`src/rtl/mem_bus_arbiter_pkg.sv`:
```
// mem_bus_arbiter_pkg: shared types for the fetch / load-store SRAM arbiter.
// Holds the response-owner FSM encoding and the starvation-counter width helper.
package mem_bus_arbiter_pkg;

    // Who owns the read data returning from the SRAM this cycle.
    typedef enum logic [1:0] {
        ARB_IDLE   = 2'd0,
        ARB_IF_RSP = 2'd1,
        ARB_LS_RSP = 2'd2
    } arb_state_e;

    // Bits needed to count 0..max_v inclusive.
    function automatic int cnt_width(input int max_v);
        return (max_v < 1) ? 1 : $clog2(max_v + 1);
    endfunction

endpackage

```
`src/rtl/mem_bus_arbiter_starve_cnt.sv`:
```
// arb_starve_cnt: counts consecutive cycles in which fetch wanted the bus but
// lost it to load/store, saturating at STARVE_MAX. starve_hit_o tells the
// arbiter to let fetch win the next contested cycle.
module arb_starve_cnt
    import mem_bus_arbiter_pkg::*;
#(
    parameter int STARVE_MAX = 4
) (
    input  logic clk_i,
    input  logic rst_i,
    input  logic if_req_i,
    input  logic if_gnt_i,
    input  logic flush_i,
    output logic starve_hit_o
);

    localparam int CW = cnt_width(STARVE_MAX);

    logic [CW-1:0] cnt_q, cnt_d;

    // Next count: clear when fetch is served, idle or flushed; else saturate upward.
    always_comb begin
        cnt_d = cnt_q;
        if (if_gnt_i || !if_req_i || flush_i)
            cnt_d = '0;
        else if (cnt_q != CW'(STARVE_MAX))
            cnt_d = cnt_q + 1'b1;
    end

    // Counter register.
    always_ff @(posedge clk_i or posedge rst_i) begin
        if (rst_i) cnt_q <= '0;
        else       cnt_q <= cnt_d;
    end

    assign starve_hit_o = (cnt_q == CW'(STARVE_MAX));

endmodule

```
`src/rtl/mem_bus_arbiter.sv`:
```
// mem_bus_arbiter: shares one single-port SRAM between instruction fetch and
// the load/store unit. Load/store has priority; grants are combinational, read
// data returns one cycle later and is steered to the owner. flush blocks fetch
// grants and drops a fetch response returning in that cycle.
// Optional: define ARB_STARVE_GUARD_EN to force a fetch win after STARVE_MAX
// consecutive fetch losses.
module mem_bus_arbiter
    import mem_bus_arbiter_pkg::*;
#(
    parameter int ADDR_W     = 32,
    parameter int DATA_W     = 32,
    parameter int STARVE_MAX = 4
) (
    input  logic                clk,
    input  logic                rst,
    input  logic                if_req,
    input  logic [ADDR_W-1:0]   if_addr,
    output logic                if_gnt,
    output logic                if_rvalid,
    output logic [DATA_W-1:0]   if_rdata,
    input  logic                ls_req,
    input  logic                ls_we,
    input  logic [DATA_W/8-1:0] ls_be,
    input  logic [ADDR_W-1:0]   ls_addr,
    input  logic [DATA_W-1:0]   ls_wdata,
    output logic                ls_gnt,
    output logic                ls_rvalid,
    output logic [DATA_W-1:0]   ls_rdata,
    input  logic                flush,
    output logic                stall_o,
    output logic                mem_en,
    output logic [DATA_W/8-1:0] mem_we,
    output logic [ADDR_W-1:0]   mem_addr,
    output logic [DATA_W-1:0]   mem_wdata,
    input  logic [DATA_W-1:0]   mem_rdata
);

    arb_state_e state_q;
    logic       if_ok;
    logic       force_if;

`ifdef ARB_STARVE_GUARD_EN
    arb_starve_cnt #(.STARVE_MAX(STARVE_MAX)) u_starve_cnt (
        .clk_i       (clk),
        .rst_i       (rst),
        .if_req_i    (if_req),
        .if_gnt_i    (if_gnt),
        .flush_i     (flush),
        .starve_hit_o(force_if)
    );
`else
    localparam int unused_starve_max = STARVE_MAX;
    assign force_if = 1'b0;
`endif

    // Fetch is eligible only outside flush and reset; a starving fetch beats load/store.
    assign if_ok   = if_req & ~flush & ~rst;
    assign ls_gnt  = ls_req & ~rst & ~(force_if & if_ok);
    assign if_gnt  = if_ok & ~ls_gnt;
    assign stall_o = if_req & ~if_gnt & ~rst;

    // SRAM port mux: the granted requester drives the bus, otherwise all zero.
    always_comb begin
        mem_en    = 1'b0;
        mem_we    = '0;
        mem_addr  = '0;
        mem_wdata = '0;
        if (ls_gnt) begin
            mem_en    = 1'b1;
            mem_we    = ls_we ? ls_be : '0;
            mem_addr  = ls_addr;
            mem_wdata = ls_wdata;
        end else if (if_gnt) begin
            mem_en    = 1'b1;
            mem_addr  = if_addr;
        end
    end

    // Response-owner FSM: remember who gets next cycle's read data.
    always_ff @(posedge clk or posedge rst) begin
        if (rst)                   state_q <= ARB_IDLE;
        else if (if_gnt)           state_q <= ARB_IF_RSP;
        else if (ls_gnt && !ls_we) state_q <= ARB_LS_RSP;
        else                       state_q <= ARB_IDLE;
    end

    assign if_rvalid = (state_q == ARB_IF_RSP) & ~flush;
    assign ls_rvalid = (state_q == ARB_LS_RSP);
    assign if_rdata  = if_rvalid ? mem_rdata : '0;
    assign ls_rdata  = ls_rvalid ? mem_rdata : '0;

endmodule

```
`config.mk`:
```
export PLATFORM = sky130hd
export DESIGN_NAME = mem_bus_arbiter
export DESIGN_NICKNAME = d
export VERILOG_FILES = /design/src/rtl/mem_bus_arbiter_pkg.sv /design/src/rtl/mem_bus_arbiter_starve_cnt.sv /design/src/rtl/mem_bus_arbiter.sv
export SDC_FILE = /design/constraint.sdc
export NUM_CORES = 1
export LEC_CHECK = 0
export BUFFER_PORTS_ARGS = -buffer_cell sky130_fd_sc_hd__buf_2
export CORE_AREA = 2 2 107 109
export DETAILED_ROUTE_END_ITERATION = 12
export DIE_AREA = 0 0 109 111
export GPL_TIMING_DRIVEN = 0
export PLACE_DENSITY = 0.52
export SYNTH_ARGS = -nofsm -noshare
export SYNTH_HDL_FRONTEND = slang
export SYNTH_SLANG_ARGS = --single-unit
```
`constraint.sdc`:
```
create_clock -name clk -period 2.5 [get_ports clk]
set_input_delay 0.25 -clock clk [delete_from_list [all_inputs] [get_ports clk]]
set_output_delay 0.25 -clock clk [all_outputs]
set_load 0.005 [all_outputs]
```
==> flow_metrics.tcl <==
set metrics [dict create \
    outcome "completed" \
    nets 653 \
    combPwrFrac_pct 56.0 \
    synthArstFlopShare_pct 100 \
    ios 276 \
    dp_hpwl_um 7050 \
    fill_cells 1229 \
    path_buf_inv 5 \
    min_path_type "input pin to register" \
    gp_congestion 0.826 \
    numClockSinks 2 \
    yosysMostFrequentCell "and2_1" \
    p_switching_mw 0.189 \
    fin_area_mm2 0.00321 \
    synth_nets 373 \
    holdBufCountCts 1 \
    cts_buffers 3 \
    crit_path_end_kind "primary output" \
    hold_viol 0 \
    startpoint "rst" \
    vias 2637 \
    grtUsageTotal_pct 11.8 \
    finalCriticalPeriod_ns 1.95 \
    slew-limit-headroom_pct 69.9 \
    p_int_mw 0.430 \
    drv_cap 0 \
    cts_tree "yes" \
    setup_violations 0 \
    synth_edf_count 0 \
    holdPathEnd "state_q[1]" \
    placed_cell_area_mm2 0.00312 \
    crit_family "buffers and inverters" \
    dr.pass1.iters 4 \
    top_register "state_q" \
    crit_fanout 10 \
    seqCellArea_um2 50.0 \
    rsz0062_at_grt "false" \
    cts_resized 0 \
    drc 0 \
    routed-wl-met2_um 3940 \
    post_cts_buffers 0 \
    final_antenna_net_count 0 \
    area_growth_syn_to_layout_pct 104 \
    initial_core_util_pct 14.2 \
    dr_wl_met3_um 650 \
    holdCritStartpoint "ls_we" \
    synth_top_area_share_pct 33.4 \
    slowest_delay_ns 0.54 \
    grt_remaining_overflow 0 \
    die_w_um 109 \
    leakagePower_nw 1.96 \
    yosys-top-cells-area "and2_1 (33%), nand4bb_1 (23%), a21oi_1 (10%)" \
    wl_met1_um 3420 \
    drive_above_1_share_pct 59.6 \
    hold_ws_ns 0.245 \
    pre_cts_slack_ns 0.972 \
    insertedDiodeCount 0 \
    wl_per_cell_um 12.3 \
    clk_pin_slew_ns 0.03 \
    synth_seq_area_share_pct 3.18 \
    reg.largest.list "state_q (2)" \
    ys.flop_type "dfrtp_1" \
    finalWirelength_um 8060 \
    grt_pass1_vias 2289 \
    seq_power_share_pct 5.6 \
    largest_reg_flops 2 \
    h-tree-depth 1 \
    swShare_pct 30.5 \
    yosysWarnings 0 \
    synth_top_area_cell "and2_1" \
    clkPwrFrac_pct 38.4 \
    critPathKind "input pin to primary output" \
    die_y_um 111 \
    core_area_mm2 0.0111 \
    fin_ws_ns 0.547 \
    tightest_slew_ns 0.452 \
    yosysUniqueCellTypes 18 \
    max_freq_mhz 512 \
    syn_area_per_cell_um2 6.70 \
    routed_via_density 4.02 \
    antenna_found_initial 0 \
    vdd_drop_max_mv 0.181 \
    top_layer_used "met4" \
    synth_area_mm2 0.00157 \
    crit_slowest_cell "dlygate4sd3_1" \
    finalCritPeriodShare_pct 78.1 \
    start_kind "input pin" \
    rows 39 \
    syn-instance-count 235 \
    critical_path_arrival_ns 1.70 \
    path_cells "dlygate4sd3_1 -> buf_4 -> nor2b_1 -> buf_4 -> buf_6 -> and2_1 -> buf_2" \
    synth_common_cells "and2_1 (84), a21oi_1 (33), nand2_1 (32), nand4bb_1 (32), and2_2 (12)" \
    cts_max_path_buffers 2 \
    hold_depth 2 \
    critPathRequiredTime_ns 2.25 \
    grt_max_degree 11 \
    tns_ns 0 \
    port_buffers 274 \
    synth_seq_cells 2 \
    multi_input_area_mm2 0.00135 \
    grt_pass1_wl_um 11400 \
    root_buffer "clkbuf_16" \
    worst_path_most_repeated_cell "buf_4" \
    die_area_mm2 0.0121 \
    post-route-util_pct 29.0 \
    p_per_area_mw_per_mm2 193 \
    drv_slew 0 \
    drt_iter0_drc 76 \
]
## worst max-delay path by stage
stage / to / cells after the start
2_1_floorplan: if_rdata[22] / 3
3_3_place_gp: if_rdata[22] / 5
3_5_place_dp: if_rdata[22] / 5
4_1_cts: mem_wdata[16] / 7
5_1_grt: mem_wdata[16] / 7
6_report: mem_wdata[16] / 7
## area by class of cell
| cell class | instances | share of cell area [%] |
|---|---|---|
| flip-flops and latches | 2 | 1.56 |
| multi-input cells | 204 | 41.9 |
| clock buffers | 3 | 2.34 |
| repair buffers | 275 | 43.0 |
| well taps | 143 | 5.58 |
| plain buffers | 27 | 5.34 |
| inverters | 2 | 0.234 |
## cell families (layout without fill, tap and decap cells)
| kind of cell | after synthesis | count (layout) | share of synthesized area, % |
|---|---|---|---|
| and+or+nand+nor | 170 | 170 | 74.3 |
| AOI/OAI and AO/OA | 34 | 34 | 11.1 |
| buffers and inverters | 29 | 307 | 11.4 |
| DFF | 2 | 2 | 3.18 |
## cell usage in the layout (no fill, tap or decap), types with 2 or more instances in the layout
cell       Yosys  routed
a21oi_1       33      33
and2_1        84      84
and2_2        12      12
and3_1         4       4
buf_2          5     279
buf_4          5       5
buf_6          6       6
clkbuf_1      11      11
clkbuf_16      0       3
dfrtp_1        2       2
inv_1          2       2
nand2_1       32      32
nand4bb_1     32      32
nor3_1         2       2
## layer usage
metal / GRT usage (%) / up-vias
met5: 0 / -
met4: 1.97 / 0
met3: 1.06 / 6
met2: 21.8 / 145
met1: 14.7 / 1146
li1: - / 1340
## through the flow
stage	total power, mW	std cells
6_report	0.619	656
3_3_place_gp	0.381	652
3_5_place_dp	0.385	652
2_1_floorplan	0.178	235
4_1_cts	0.630	656
5_1_grt	0.669	656
## power by group through the flow
stage               logic, mW  clock network [mW]  registers, mW
finish                  0.347               0.238         0.0345
global route            0.388               0.246         0.0347
CTS                     0.353               0.242         0.0345
detailed placement      0.350                   0         0.0348
global placement        0.346                   0         0.0348
floorplan               0.144                   0         0.0347
Note: power is estimated with default switching activity, not from simulation.
